**src/rtl/fifo_rd_stream_pkg.sv**
```systemverilog
// Shared sizing helpers and parameter limits for the async-FIFO read-side stream adapter.
package fifo_rd_stream_pkg;

    localparam int DSIZE_DEF = 8;
    localparam int DEPTH_DEF = 3;
    localparam int DEPTH_MIN = 2;
    localparam int DEPTH_MAX = 8;

    // Occupancy counter must hold the value DEPTH itself, hence depth+1.
    function automatic int cnt_w(input int depth);
        return $clog2(depth + 1);
    endfunction

    function automatic int idx_w(input int depth);
        return (depth <= 2) ? 1 : $clog2(depth);
    endfunction

    function automatic bit depth_legal(input int depth);
        return (depth >= DEPTH_MIN) && (depth <= DEPTH_MAX);
    endfunction

endpackage

```
**src/rtl/fifo_rd_stream_if.sv**
```systemverilog
// Valid/ready stream carrying prefetched FIFO words to the read-domain consumer.
interface fifo_rd_stream_if #(
    parameter int DSIZE = 8
);
    logic             m_valid;
    logic             m_ready;
    logic [DSIZE-1:0] m_data;

    modport master (output m_valid, output m_data, input m_ready);
    modport slave  (input m_valid, input m_data, output m_ready);
endinterface

```
**src/rtl/fifo_rd_stream.sv**
```systemverilog
// Read-side consumer of the async FIFO: issues fetches, absorbs the one-cycle memory
// read latency in a small prefetch buffer and presents the words as a valid/ready stream.
module fifo_rd_stream
    import fifo_rd_stream_pkg::*;
#(
    parameter int  DSIZE = DSIZE_DEF,
    parameter int  DEPTH = DEPTH_DEF,
    localparam int CNT_W = cnt_w(DEPTH)
) (
    input  logic             rclk,
    input  logic             rrst_n,
    input  logic             flush,
    input  logic             rempty,
    output logic             rinc,
    input  logic [DSIZE-1:0] rdata,
    fifo_rd_stream_if.master m,
    output logic [CNT_W-1:0] buf_cnt
);

    localparam int IDX_W = idx_w(DEPTH);

    generate
        if (!depth_legal(DEPTH)) begin : g_bad_depth
            $error("fifo_rd_stream: DEPTH must be within 2..8");
        end
    endgenerate

    logic [CNT_W-1:0] cnt_q, cnt_d;
    logic             inflight_q, inflight_d;
    logic [IDX_W-1:0] wr_idx_q, wr_idx_d;
    logic [IDX_W-1:0] rd_idx_q, rd_idx_d;
    logic [DSIZE-1:0] buf_q [DEPTH];

    logic [CNT_W:0]   occ;
    logic             room;
    logic             capture;
    logic             pop;

    // DEPTH need not be a power of two, so wrap explicitly at DEPTH-1.
    function automatic logic [IDX_W-1:0] idx_inc(input logic [IDX_W-1:0] idx);
        return (idx == IDX_W'(DEPTH - 1)) ? '0 : idx + 1'b1;
    endfunction

    // Buffered plus in-flight words bound the fetch, so a capture always has a free slot.
    assign occ     = {1'b0, cnt_q} + {{CNT_W{1'b0}}, inflight_q};
    assign room    = (occ < (CNT_W + 1)'(DEPTH));
    assign rinc    = rrst_n & ~flush & ~rempty & room;

    assign m.m_valid = rrst_n & ~flush & (cnt_q != '0);
    assign m.m_data  = buf_q[rd_idx_q];
    assign buf_cnt   = cnt_q;

    assign pop     = m.m_valid & m.m_ready;
    assign capture = rrst_n & ~flush & inflight_q;

    always_comb begin
        cnt_d      = cnt_q;
        inflight_d = inflight_q;
        wr_idx_d   = wr_idx_q;
        rd_idx_d   = rd_idx_q;
        if (flush) begin
            cnt_d      = '0;
            inflight_d = 1'b0;
            wr_idx_d   = '0;
            rd_idx_d   = '0;
        end else begin
            inflight_d = rinc;
            if (capture) begin
                wr_idx_d = idx_inc(wr_idx_q);
            end
            if (pop) begin
                rd_idx_d = idx_inc(rd_idx_q);
            end
            cnt_d = cnt_q + CNT_W'(capture) - CNT_W'(pop);
        end
    end

    always_ff @(posedge rclk) begin
        if (!rrst_n) begin
            cnt_q      <= '0;
            inflight_q <= 1'b0;
            wr_idx_q   <= '0;
            rd_idx_q   <= '0;
        end else begin
            cnt_q      <= cnt_d;
            inflight_q <= inflight_d;
            wr_idx_q   <= wr_idx_d;
            rd_idx_q   <= rd_idx_d;
        end
    end

    // Storage needs no reset; occupancy alone decides which entries are meaningful.
    always_ff @(posedge rclk) begin
        if (capture) begin
            buf_q[wr_idx_q] <= rdata;
        end
    end

endmodule

```
**src/flat_wrapper.sv**
```systemverilog
// flat-port wrapper written by rule: the top's interface ports become plain ports
module fifo_rd_stream_flat import fifo_rd_stream_pkg::*;
#(
    parameter int  DSIZE = DSIZE_DEF,
    parameter int  DEPTH = DEPTH_DEF,
    localparam int CNT_W = cnt_w(DEPTH)
)
  (rclk, rrst_n, flush, rempty, rinc, rdata, buf_cnt, m_m_valid, m_m_data, m_m_ready);
  fifo_rd_stream_if #(.DSIZE(DSIZE)) m_i ();
  input  logic rclk;
  input  logic rrst_n;
  input  logic flush;
  input  logic rempty;
  output logic rinc;
  input  logic [DSIZE-1:0] rdata;
  output logic [CNT_W-1:0] buf_cnt;
  output wire logic [$bits(m_i.m_valid)-1:0] m_m_valid;
  output wire logic [$bits(m_i.m_data)-1:0] m_m_data;
  input wire logic [$bits(m_i.m_ready)-1:0] m_m_ready;
  assign m_m_valid = m_i.m_valid;
  assign m_m_data = m_i.m_data;
  assign m_i.m_ready = m_m_ready;
  fifo_rd_stream #(.DSIZE(DSIZE), .DEPTH(DEPTH)) u_core (.rclk(rclk), .rrst_n(rrst_n), .flush(flush), .rempty(rempty), .rinc(rinc), .rdata(rdata), .m(m_i), .buf_cnt(buf_cnt));
endmodule
```
**config.mk**
```make
export PLATFORM = sky130hd
export DESIGN_NAME = fifo_rd_stream_flat
export DESIGN_NICKNAME = d
export VERILOG_FILES = /design/src/rtl/fifo_rd_stream_pkg.sv /design/src/rtl/fifo_rd_stream_if.sv /design/src/rtl/fifo_rd_stream.sv /design/src/flat_wrapper.sv
export SDC_FILE = /design/constraint.sdc
export NUM_CORES = 1
export LEC_CHECK = 0
export CORE_MARGIN = 2
export CORE_UTILIZATION = 23
export CTS_BUF_LIST = sky130_fd_sc_hd__clkbuf_4 sky130_fd_sc_hd__clkbuf_8
export DETAILED_ROUTE_END_ITERATION = 8
export DONT_BUFFER_PORTS = 1
export SLEW_MARGIN = 20
export SYNTH_ARGS = -nofsm -noshare
export SYNTH_HDL_FRONTEND = slang
export SYNTH_SLANG_ARGS = --single-unit
```
**constraint.sdc**
```tcl
create_clock -name rclk -period 2.2 [get_ports rclk]
set_input_delay 0.33 -clock rclk [delete_from_list [all_inputs] [get_ports rclk]]
set_output_delay 0.33 -clock rclk [all_outputs]
set_load 0.02 [all_outputs]
```
# Word level (Yosys, flattened, before mapping)
# Memory sizes are Yosys's and may differ from the RTL's. A register that Yosys moved wholly into a read port is not among the register bits.
# Cells that the tools add are included.
[word_totals]
ff_bits = 7
ram_bits = 24
in_bits = 13
out_inout_bits = 12
word_cells = 30
memories = 1
[classes]
add_sub_neg = 5
n_lt_le_gt_ge = 1
eq_ne = 2
muxes = 6
bitwise_logic = 9
reduce_logical = 2
[memory_table]
columns = ["name", "depth", "width", "read_ports", "rd_ports_with_merged_regs", "write_ports", "line", "source"]
rows = [
  ["u_core.buf_q", 3, 8, 1, 1, 1, "fifo_rd_stream.sv:32", "logic [DSIZE-1:0] buf_q [DEPTH];"],
]
[ops]
columns = ["cell", "n"]
rows = [
  ["two-way mux 2 bit", 4],
  ["bitwise AND 1 bit", 6],
  ["adder 2 x 1 -> 2 bit, second input constant", 2],
  ["equality test 2 bit, second input constant", 2],
  ["adder 2 x 1 -> 3 bit", 1],
  ["< comparator 3 x 2 -> 1 bit, second input constant", 1],
  ["NOT 1 bit", 3],
  ["adder 2 x 1 -> 2 bit", 1],
  ["two-way mux 1 bit", 2],
  ["nonzero test 2 bit", 1],
  ["OR reduction 2 bit", 1],
  ["subtractor 2 x 1 -> 2 bit", 1],
]

# Longest topological paths before layout
# Gate-level depths: netlist of the first run.
[logic_depth]
word_depth = 6
ltp_mapped = 7
ltp_nobuf = 6

# Worst setup path after synthesis of the first run
# Ideal clock, no wire load.
[synth_path]
path_type = "register -> output"
startpoint = "register u_core.cnt_q[0], in the netlist u_core.buf_cnt[0]"
endpoint = "output rinc"
t_arrival_ns = 1.585
t_required_ns = 1.870
path_slack_ns = 0.285
path_stages_with_launch = 4
path_buffers = 0
cell_sequence = "dfxtp_1 -> ha_1 -> ha_1 -> a2111oi_2"
[synth_via]
elab_chain_len = 3
[synth_lines]
columns = ["item", "line", "source"]
rows = [
  ["start: declaration", "fifo_rd_stream.sv:28", "logic [CNT_W-1:0] cnt_q, cnt_d;"],
  ["start signal: assignment", "fifo_rd_stream.sv:85", "cnt_q <= cnt_d;"],
  ["adder 2 x 1 -> 3 bit", "fifo_rd_stream.sv:45", "assign occ = {1'b0, cnt_q} + {{CNT_W{1'b0}}, inflight_q};"],
  ["< comparator 3 x 2 -> 1 bit", "fifo_rd_stream.sv:46", "assign room = (occ < (CNT_W + 1)'(DEPTH));"],
  ["bitwise AND 1 bit", "fifo_rd_stream.sv:47", "assign rinc = rrst_n & ~flush & ~rempty & room;"],
  ["end: declaration", "flat_wrapper.sv:14", "output logic rinc;"],
]
# Every way passes these cells.

# Final worst setup path of the first run
[layout_path]
startpoint = "register u_core.inflight_q"
endpoint = "output rinc"
[layout_via]
elab_chain_len = 3
[layout_lines]
columns = ["item", "line", "source"]
rows = [
  ["start: declaration", "fifo_rd_stream.sv:29", "logic inflight_q, inflight_d;"],
  ["start signal: assignment", "fifo_rd_stream.sv:86", "inflight_q <= inflight_d;"],
  ["adder 2 x 1 -> 3 bit", "fifo_rd_stream.sv:45", ""],
  ["< comparator 3 x 2 -> 1 bit", "fifo_rd_stream.sv:46", ""],
  ["bitwise AND 1 bit", "fifo_rd_stream.sv:47", ""],
]
# Every way passes these cells.

==> flow_summary.json, run 1 <==
{
  "status": "finished clean",
  "critPathSlowestCell": "dfxtp_1",
  "synthAdderAreaFrac": 0.02786,
  "max_slew_margin": 0.6680,
  "post_drt_wl_per_cell_microns": 11.97,
  "cts_sinks": 33,
  "r2r-start": "u_core.inflight_q$_SDFF_PP0_",
  "dr.pass1.iters": 4,
  "grt_max_degree": 17,
  "endpoint_kind": "output pin",
  "grt_pass1_vias": 826,
  "cp_top_family": "adder cells",
  "crit_arrival_ns": 1.72,
  "antenna_left": 0,
  "htree_levels": 2,
  "synth_warnings": 0,
  "tritoncts": "done",
  "gp_congestion": 0.6598,
  "hold_path_end": "u_core.inflight_q$_SDFF_PP0_",
  "areaGrowthSynthToFinish_pct": 18.85,
  "hp-start": "rempty",
  "clkTransAtPathRegs_ns": 0.07,
  "vias": 783,
  "timing.hold.ws_ns": 0.1063,
  "placedCellCount": 180,
  "rsz0062_at_grt": "no",
  "multi_input_area_sq_um": 415.4,
  "ys_types": 26,
  "core_area_sq_um": 5574,
  "power_per_cell_area_nw_per_um2": 700.6,
  "drc": 0,
  "yosys_register_bits": 33,
  "worstReg2RegEnd": "u_core.buf_q[1][6]$_DFFE_PP_",
  "synth_edf_count": 24,
  "io_buffers": 0,
  "syn_avg_cell_area_sq_um": 13.75,
  "crit_path_cell_trace": "ha_1, ha_1, a2111oi_2, buf_4",
  "die_w_microns": 80.55,
  "max_freq_ghz": 0.4884,
  "cts_hold_buf": 0,
  "syn_inst": 98,
  "overflow": 0,
  "cts_resized": 0,
  "grt_pass1_wl_microns": 3691,
  "synthArstFlopShare": 0,
  "grt_antenna_before_repair": 0,
  "r2r_slack_ns": 0.87,
  "clk_root_buffer_cell": "clkbuf_8",
  "crit_buf_inv": 1,
  "crit_cells": 4,
  "clock_skew_ns": 0.007008,
  "postCtsSetupRepairBufs": 0,
  "dp_slack_ns": 0.4490,
  "power_leakage_nw": 0.5334,
  "path_class": "reg2out",
  "tightestPinTransition_ns": 0.4973,
  "period_minus_slack_ns": 2.047,
  "synth_compound_area_frac": 0.09006,
  "start_util": 0.2418,
  "hp-class": "in2reg",
  "synth_top_family_by_area": "simple AND/OR/NAND/NOR gates",
  "peakVddDrop_uv": 311.7,
  "ios": 25,
  "num_rows": 27,
  "drv_cap": 0,
  "min_path_cells": 1,
  "cp_max_fo": 5,
  "drive_gt1_frac": 0.2328,
  "cts_buffers": 5,
  "final_cells": 188,
  "synth-simple-area-share": 0.1161,
  "critPathMaxStageDelay_ns": 0.36,
  "cp_common_cell": "ha_1",
  "dieArea_sq_um": 6488,
  "die_h_microns": 80.55,
  "clk_latency_ns": 0.28,
  "setup_viol": 0,
  "dpl.hpwl_microns": 1643,
  "netlist_area_sq_um": 1348,
  "ys.flop_type": "edfxtp_1",
  "hold_violations": 0,
  "synth-xor-area-share": 0,
  "final-seq-area_sq_um": 900.9,
  "syn_nets": 114,
  "routed_wl_microns": 2250,
  "num_antenna_cells": 0,
  "ys_seq_area_frac": 0.6685,
  "viasPerCell": 4.165,
  "drt_first_iter_violations": 22,
  "finalSetupTns_ns": 0,
  "maxSlewViolCount": 0,
  "required_ns": 1.87,
  "nets": 131,
  "cts_buffer_depth": 2,
  "start_kind": "flop",
  "ff2ff_path_depth": 3,
  "final.fill_count": 580,
  "layout_setup_ws_ns": 0.1526,
  "crit_start": "u_core.inflight_q$_SDFF_PP0_",
  "grtUsageTotal": 0.07860,
  "finalCritPeriodShare": 0.9307,
  "synth_mux_area_frac": 0.07428
}
-- cell type report --
cell class	instances	area share
multi-input combinational	59	0.2594
tap	72	0.05625
clock buffer	5	0.04297
inverter	3	0.007031
timing repair buffer	13	0.06094
clock inverter	3	0.01094
sequential	33	0.5625
-- cells by family (layout without fill, tap and decap cells) --
family          count (synthesis)  in the layout
mux                            10             10
buf+inv                         6             24
flops                          33             33
compound gates                 18             18
simple gates                   28             28
fa+ha+maj                       3              3
-- cell usage after synthesis (2+ instances only) --
cell type   n  area share
a21oi_1     3       0.011
a31o_1      2       0.013
dfxtp_1     9        0.13
edfxtp_1   24        0.53
o21ai_0     8       0.030
nand2b_1    2      0.0093
ha_1        3       0.028
nor2_1      5       0.014
inv_1       3      0.0084
nor3b_1     2       0.011
nand2_1    11       0.031
o21ai_1     2      0.0074
mux2i_1    10       0.074
a2111oi_2   2       0.022
-- registers in the layout, indices dropped and copies added, names as in the netlist, named ones only --
signal	count
u_core.buf_q	24
u_core.rd_idx_q	2
u_core.buf_cnt	2
u_core.inflight_q	1
u_core.wr_idx_q	2
-- layout by cell type (no fill, tap or decap), drive strengths merged --
| cell type | Yosys | final |
|---|---|---|
| nand2 | 11 | 11 |
| nor2 | 5 | 5 |
| buf | 2 | 13 |
| nor4b | 1 | 1 |
| or3 | 1 | 1 |
| inv | 3 | 3 |
| ha | 3 | 3 |
| o21ai | 11 | 11 |
| clkbuf | 1 | 5 |
| nand3b | 1 | 1 |
| edfxtp | 24 | 24 |
| and2b | 1 | 1 |
| a31o | 2 | 2 |
| clkinvlp | 0 | 1 |
| and2 | 1 | 1 |
| a21oi | 3 | 3 |
| clkinv | 0 | 2 |
| nor3 | 1 | 1 |
| mux2i | 10 | 10 |
| dfxtp | 9 | 9 |
| nand2b | 3 | 3 |
| nand4 | 1 | 1 |
| nor3b | 2 | 2 |
| a2111oi | 2 | 2 |
-- power by group --
group | internal [mW] | switching (mW) | leakage [nW]
logic | 0.0108 | 0.0143 | 0.201
clock network | 0.218 | 0.207 | 0.0439
registers | 0.670 | 0.00237 | 0.289
total | 0.898 | 0.224 | 0.533
-- worst register-to-register path, delay by kind of cell (launching register included) --
| family | cells | cell delay [ns] |
|---|---|---|
| DFF | 1 | 0.42 |
| and+or+nand+nor | 2 | 0.39 |
| buffers and inverters | 1 | 0.22 |
-- layer usage --
layer,up-vias,part of all wire,global-route usage
li1,393,-,-
met1,359,0.40,0.07741
met2,28,0.47,0.1375
met3,3,0.12,0.04944
met4,0,0.0062,0.02034
met5,-,0,0
-- per-stage QoR --
step	utilization	power, mW	cell area [sq um]
after global placement	0.2718	0.7097	1515
after CTS	0.2873	1.135	1602
after floorplan	-	0.7052	1348
final	0.2873	1.122	1602
after detailed placement	0.2718	0.7109	1515
after global routing	0.2873	1.162	1602
-- worst max path at each step --
| stage | slack [ns] | end |
|---|---|---|
| 6_report | 0.15 | rinc |
| 4_1_cts | 0.13 | rinc |
| 2_1_floorplan | 0.29 | rinc |
| 3_5_place_dp | 0.45 | rinc |
| 3_3_place_gp | 0.50 | rinc |
| 5_1_grt | 0.01 | rinc |
Power figures use the tool's default switching activity.
==> run 2: changes to the inputs <==
--- a/config.mk
+++ b/config.mk
@@ -5,11 +5,13 @@
 export SDC_FILE = /design/constraint.sdc
 export NUM_CORES = 1
 export LEC_CHECK = 0
+export CAP_MARGIN = 0
 export CORE_MARGIN = 2
 export CORE_UTILIZATION = 23
 export CTS_BUF_LIST = sky130_fd_sc_hd__clkbuf_4 sky130_fd_sc_hd__clkbuf_8
 export DETAILED_ROUTE_END_ITERATION = 8
 export DONT_BUFFER_PORTS = 1
+export SETUP_SLACK_MARGIN = 0.5
 export SLEW_MARGIN = 20
 export SYNTH_ARGS = -nofsm -noshare
 export SYNTH_HDL_FRONTEND = slang
==> constraint.sdc (replaced) <==
create_clock -name rclk -period 2 [get_ports rclk]
set_input_delay 0.3 -clock rclk [delete_from_list [all_inputs] [get_ports rclk]]
set_output_delay 0.3 -clock rclk [all_outputs]
set_load 0.02 [all_outputs]
==> run 2 against run 1 <==
Utilization is 2.0 points higher. Clock power is 72% higher. Clock skew shrank 0.0027 ns.
==> flow_summary.json, run 2 (same netlist as run 1, synthesis figures left out) <==
{
  "max_freq_ghz": 0.5550,
  "grt_max_degree": 17,
  "start_kind": "flop",
  "seqPwrFrac": 0.493,
  "cts_buffer_depth": 2,
  "clock_skew_ns": 0.004287,
  "htree_levels": 2,
  "final.fill_count": 563,
  "multi_input_area_sq_um": 481.7,
  "final_cells": 186,
  "nets": 129,
  "finalSetupTns_ns": 0,
  "setup_viol": 0,
  "r2r-start": "u_core.buf_cnt[1]$_SDFF_PP0_",
  "power_leakage_nw": 0.5573,
  "finalCritPeriodShare": 0.9010,
  "cts_hold_buf": 0,
  "routed_wl_microns": 2472,
  "critPathCapture": "rinc",
  "overflow": 0,
  "crit_start": "u_core.buf_cnt[0]$_SDFF_PP0_",
  "die_w_microns": 80.55,
  "rsz0062_at_grt": "yes",
  "pwr-share-comb": 0.019,
  "grt_pass1_wl_microns": 3857,
  "num_rows": 27,
  "drive_gt1_frac": 0.3333,
  "clkTransAtPathRegs_ns": 0.07,
  "maxSlewViolCount": 0,
  "die_h_microns": 80.55,
  "gp_congestion": 0.6675,
  "clk_root_buffer_cell": "clkbuf_8",
  "final_common_cell": "edfxtp_1",
  "post_drt_wl_per_cell_microns": 13.29,
  "ff2ff_path_depth": 5,
  "p_int_mw": 1.241,
  "core_area_sq_um": 5574,
  "tightestPinTransition_ns": 0.4321,
  "vias": 800,
  "peakVddDrop_uv": 244.8,
  "viasPerCell": 4.301,
  "io_buffers": 0,
  "power.share.clock": 0.488,
  "ios": 25,
  "cts_buffers": 5,
  "drv_cap": 0,
  "dpl.hpwl_microns": 1743,
  "status": "finished clean",
  "num_antenna_cells": 0,
  "cts_sinks": 33,
  "r2r_slack_ns": 0.68,
  "hold_violations": 0,
  "areaGrowthSynthToFinish_pct": 26.93,
  "final_cell_mix": "edfxtp_1, nand2_1, buf_4, mux2i_1, o21ai_1",
  "cp_max_fo": 6,
  "grtUsageTotal": 0.08335,
  "largest_register_ffs": 24,
  "clk_latency_ns": 0.28,
  "max_slew_margin": 0.7120,
  "placedCellCount": 178,
  "tritoncts": "done",
  "grt_antenna_before_repair": 0,
  "grt_pass1_vias": 839,
  "sw_frac_of_total": 0.1703,
  "drt_first_iter_violations": 18,
  "crit_arrival_ns": 1.50,
  "dr.pass1.iters": 4,
  "start_util": 0.2418,
  "min_path_cells": 1,
  "drc": 0,
  "largest_register": "u_core.buf_q",
  "hp-class": "in2reg",
  "path_class": "reg2out",
  "required_ns": 1.70,
  "p_switching_mw": 0.2549,
  "period_minus_slack_ns": 1.802,
  "endpoint_kind": "output pin",
  "worstReg2RegEnd": "u_core.buf_cnt[0]$_SDFF_PP0_",
  "final-seq-area_sq_um": 910.9,
  "antenna_left": 0,
  "dieArea_sq_um": 6488,
  "power_per_cell_area_nw_per_um2": 874.8
}
[run 2: changes by cell type in the layout (fill, tap and decap cells not counted), sizes merged]
cell      change
clkinvlp      -1
clkinv        -1
bufinv        +2
buf           -2
[run 2: final cells by class]
cell class / count / share of cell area
clock inverters: 3 / 0.03804
repair buffers: 11 / 0.04828
multi-input cells: 59 / 0.2816
flip-flops and latches: 33 / 0.5326
inverters: 3 / 0.006584
well taps: 72 / 0.05267
clock buffers: 5 / 0.04023
[run 2: metal layers]
metal,up-vias,routed length (microns),GRT usage
met1,378,1011,0.08163
met2,27,1185,0.1442
met5,-,0,0
met3,5,236,0.04270
li1,390,-,-
met4,0,38,0.04068
[run 2: metrics by stage]
step                        util  total power [mW]  setup slack [ns]  area, sq um  hold slack, ns
after floorplan                -            0.7774            0.3187         1376          0.3689
after global routing      0.3068             1.544            0.1513         1710         0.05478
after CTS                 0.3044             1.511            0.1814         1697         0.06250
after global placement    0.2743            0.7810            0.2895         1529          0.3711
after detailed placement  0.2743            0.7824            0.2762         1529          0.3713
final                     0.3068             1.496            0.1980         1710         0.07172
[run 2: what timing repair did]
item	CTS	global route
pin swaps	2	0
resized for setup	14	5
buffers inserted	0	0
setup endpoints to repair	9	10
[run 2: worst max-delay path, stage by stage, from the launching register on]
cell and delay (ns):
dfxtp_4 0.39, ha_4 0.17, ha_4 0.22, a2111oi_4 0.44
[run 2: worst min path at each step]
stage | startpoint | end
global placement | rempty | u_core.inflight_q$_SDFF_PP0_
CTS | rempty | u_core.inflight_q$_SDFF_PP0_
floorplan | rempty | u_core.inflight_q$_SDFF_PP0_
finish | rempty | u_core.inflight_q$_SDFF_PP0_
global route | rempty | u_core.inflight_q$_SDFF_PP0_
detailed placement | rempty | u_core.inflight_q$_SDFF_PP0_
[run 2: power groups by stage]
stage	Sequential [mW]	Combinational [mW]	Clock, mW
after detailed placement	0.755	0.0278	0
after global routing	0.738	0.0313	0.775
after CTS	0.738	0.0290	0.745
final	0.738	0.0290	0.730
after floorplan	0.754	0.0238	0
after global placement	0.754	0.0269	0
==> run 3: changes to the inputs <==
--- a/config.mk
+++ b/config.mk
@@ -11,6 +11,7 @@
 export CTS_BUF_LIST = sky130_fd_sc_hd__clkbuf_4 sky130_fd_sc_hd__clkbuf_8
 export DETAILED_ROUTE_END_ITERATION = 8
 export DONT_BUFFER_PORTS = 1
+export REMOVE_ABC_BUFFERS = 1
 export SETUP_SLACK_MARGIN = 0.5
 export SLEW_MARGIN = 20
 export SYNTH_ARGS = -nofsm -noshare
==> constraint.sdc (replaced) <==
create_clock -name rclk -period 1.89 [get_ports rclk]
set_input_delay 0.2835 -clock rclk [delete_from_list [all_inputs] [get_ports rclk]]
set_output_delay 0.2835 -clock rclk [all_outputs]
set_load 0.02 [all_outputs]
==> run 3 against run 2 <==
Critical path depth grew 1. Clock-buffer cell count grew 1. Wire length shrank 2.3%. Sequential power grew 5.7%. Utilization grew 0.49 points. Clock power shrank 14%. Non-clock buffer count grew 4. Final cell count grew 2.2%. Via count grew 1.3%.
==> flow_summary.json, run 3 (same netlist as run 1, synthesis figures left out) <==
{
  "peakVddDrop_uv": 487.9,
  "power.share.clock": 0.435,
  "viasPerCell": 4.263,
  "tritoncts": "done",
  "grt_antenna_before_repair": 0,
  "dp_slack_ns": 0.1938,
  "num_antenna_cells": 0,
  "post_drt_wl_per_cell_microns": 12.71,
  "clk_latency_ns": 0.27,
  "nets": 133,
  "start_kind": "flop",
  "grt_max_degree": 17,
  "routed_wl_microns": 2414,
  "areaGrowthSynthToFinish_pct": 28.97,
  "path_class": "reg2out",
  "vias": 810,
  "cts_sinks": 33,
  "p_int_mw": 1.197,
  "die_h_microns": 80.55,
  "clock_skew_ns": 0.006750,
  "grt_pass1_wl_microns": 3774,
  "fin_util": 0.3118,
  "p_switching_mw": 0.2496,
  "crit_arrival_ns": 1.48,
  "die_w_microns": 80.55,
  "required_ns": 1.61,
  "final.fill_count": 568,
  "grt_pass1_vias": 786,
  "maxSlewViolCount": 0,
  "sw_frac_of_total": 0.1725,
  "seqPwrFrac": 0.539,
  "drt_first_iter_violations": 21,
  "hold_violations": 0,
  "ios": 25,
  "finalSetupTns_ns": 0,
  "crit_start": "u_core.inflight_q$_SDFF_PP0_",
  "status": "finished clean",
  "rsz0062_at_grt": "yes",
  "drv_cap": 0,
  "largest_register": "u_core.buf_q",
  "hp-class": "in2reg",
  "clkTransAtPathRegs_ns": 0.07,
  "cts_buffers": 5,
  "layout_setup_ws_ns": 0.1305,
  "endpoint_kind": "output pin",
  "hp-start": "rempty",
  "cp_max_fo": 2,
  "dr.pass1.iters": 4,
  "finalCritPeriodShare": 0.9309,
  "gp_congestion": 0.7058,
  "final_cell_mix": "edfxtp_1, buf_4, nand2_1, mux2i_1, o21ai_1",
  "max_slew_margin": 0.7925,
  "power_per_cell_area_nw_per_um2": 832.5,
  "pwr-share-comb": 0.026,
  "htree_levels": 2,
  "setup_viol": 0,
  "largest_register_ffs": 24,
  "r2r-start": "u_core.inflight_q$_SDFF_PP0_",
  "io_buffers": 0,
  "final_common_cell": "edfxtp_1",
  "overflow": 0,
  "clk_root_buffer_cell": "clkbuf_8",
  "grtUsageTotal": 0.08112,
  "core_area_sq_um": 5574,
  "num_rows": 27,
  "start_util": 0.2418,
  "antenna_left": 0,
  "dieArea_sq_um": 6488,
  "drc": 0,
  "power_leakage_nw": 0.5670,
  "tightestPinTransition_ns": 0.3113,
  "drive_gt1_frac": 0.3475,
  "period_minus_slack_ns": 1.759,
  "cts_buffer_depth": 2,
  "max_freq_ghz": 0.5684
}
[run 3: worst paths after layout]
kind	to	slack [ns]	cells after the start
worst max-delay path	rinc	0.13	4
worst min-delay path	u_core.inflight_q$_SDFF_PP0_	0.06	1
worst max register to register	u_core.buf_q[1][1]$_DFFE_PP_	0.55	5
worst min register to register	flop	0.51	2
[run 3: worst max-delay path, stage by stage, from the launching register on]
cell and delay, ns:
dfxtp_4 0.35, ha_4 0.16, ha_4 0.22, a2111oi_4 0.27, buf_4 0.19
[run 3: power by group through the flow]
stage | Combinational (mW) | Clock [mW] | Sequential, mW
after floorplan | 0.0210 | 0 | 0.797
after global placement | 0.0288 | 0 | 0.797
after detailed placement | 0.0297 | 0 | 0.798
after CTS | 0.0348 | 0.645 | 0.780
after global routing | 0.0407 | 0.671 | 0.780
final | 0.0369 | 0.630 | 0.780
[run 3: layer usage]
metal	global-route usage	part of all wire	vias to the layer above
met5	0	0	-
met4	0.02034	0.0033	0
met3	0.04382	0.10	2
met2	0.1433	0.52	28
met1	0.08345	0.38	379
li1	-	-	401
[run 3: repair_timing]
action	4_1_cts	5_1_grt
resized for setup	22	7
setup buffers	1	1
pin swaps	2	2
gates cloned	0	0
endpoints found under the hold margin	0	0
setup endpoints to repair	10	18
hold buffers	0	0
[run 3: layout make-up]
class	count	area (sq um)	area share
sequential	33	912.1	0.5248
tap	72	90.09	0.05184
clock buffer	6	76.32	0.04392
inverter	3	11.26	0.006479
multi-input combinational	59	490.5	0.2822
timing repair buffer	15	123.9	0.07127
clock inverter	2	33.78	0.01944
[run 3: per-stage QoR]
| stage | hold WS (ns) | std cells | power (mW) | instance area, sq um |
|---|---|---|---|---|
| detailed placement | 0.3563 | 180 | 0.8274 | 1515 |
| CTS | 0.05353 | 189 | 1.459 | 1695 |
| finish | 0.05794 | 190 | 1.447 | 1738 |
| floorplan | 0.3524 | 95 | 0.8184 | 1328 |
| global route | 0.05410 | 190 | 1.492 | 1738 |
| global placement | 0.3552 | 180 | 0.8261 | 1515 |
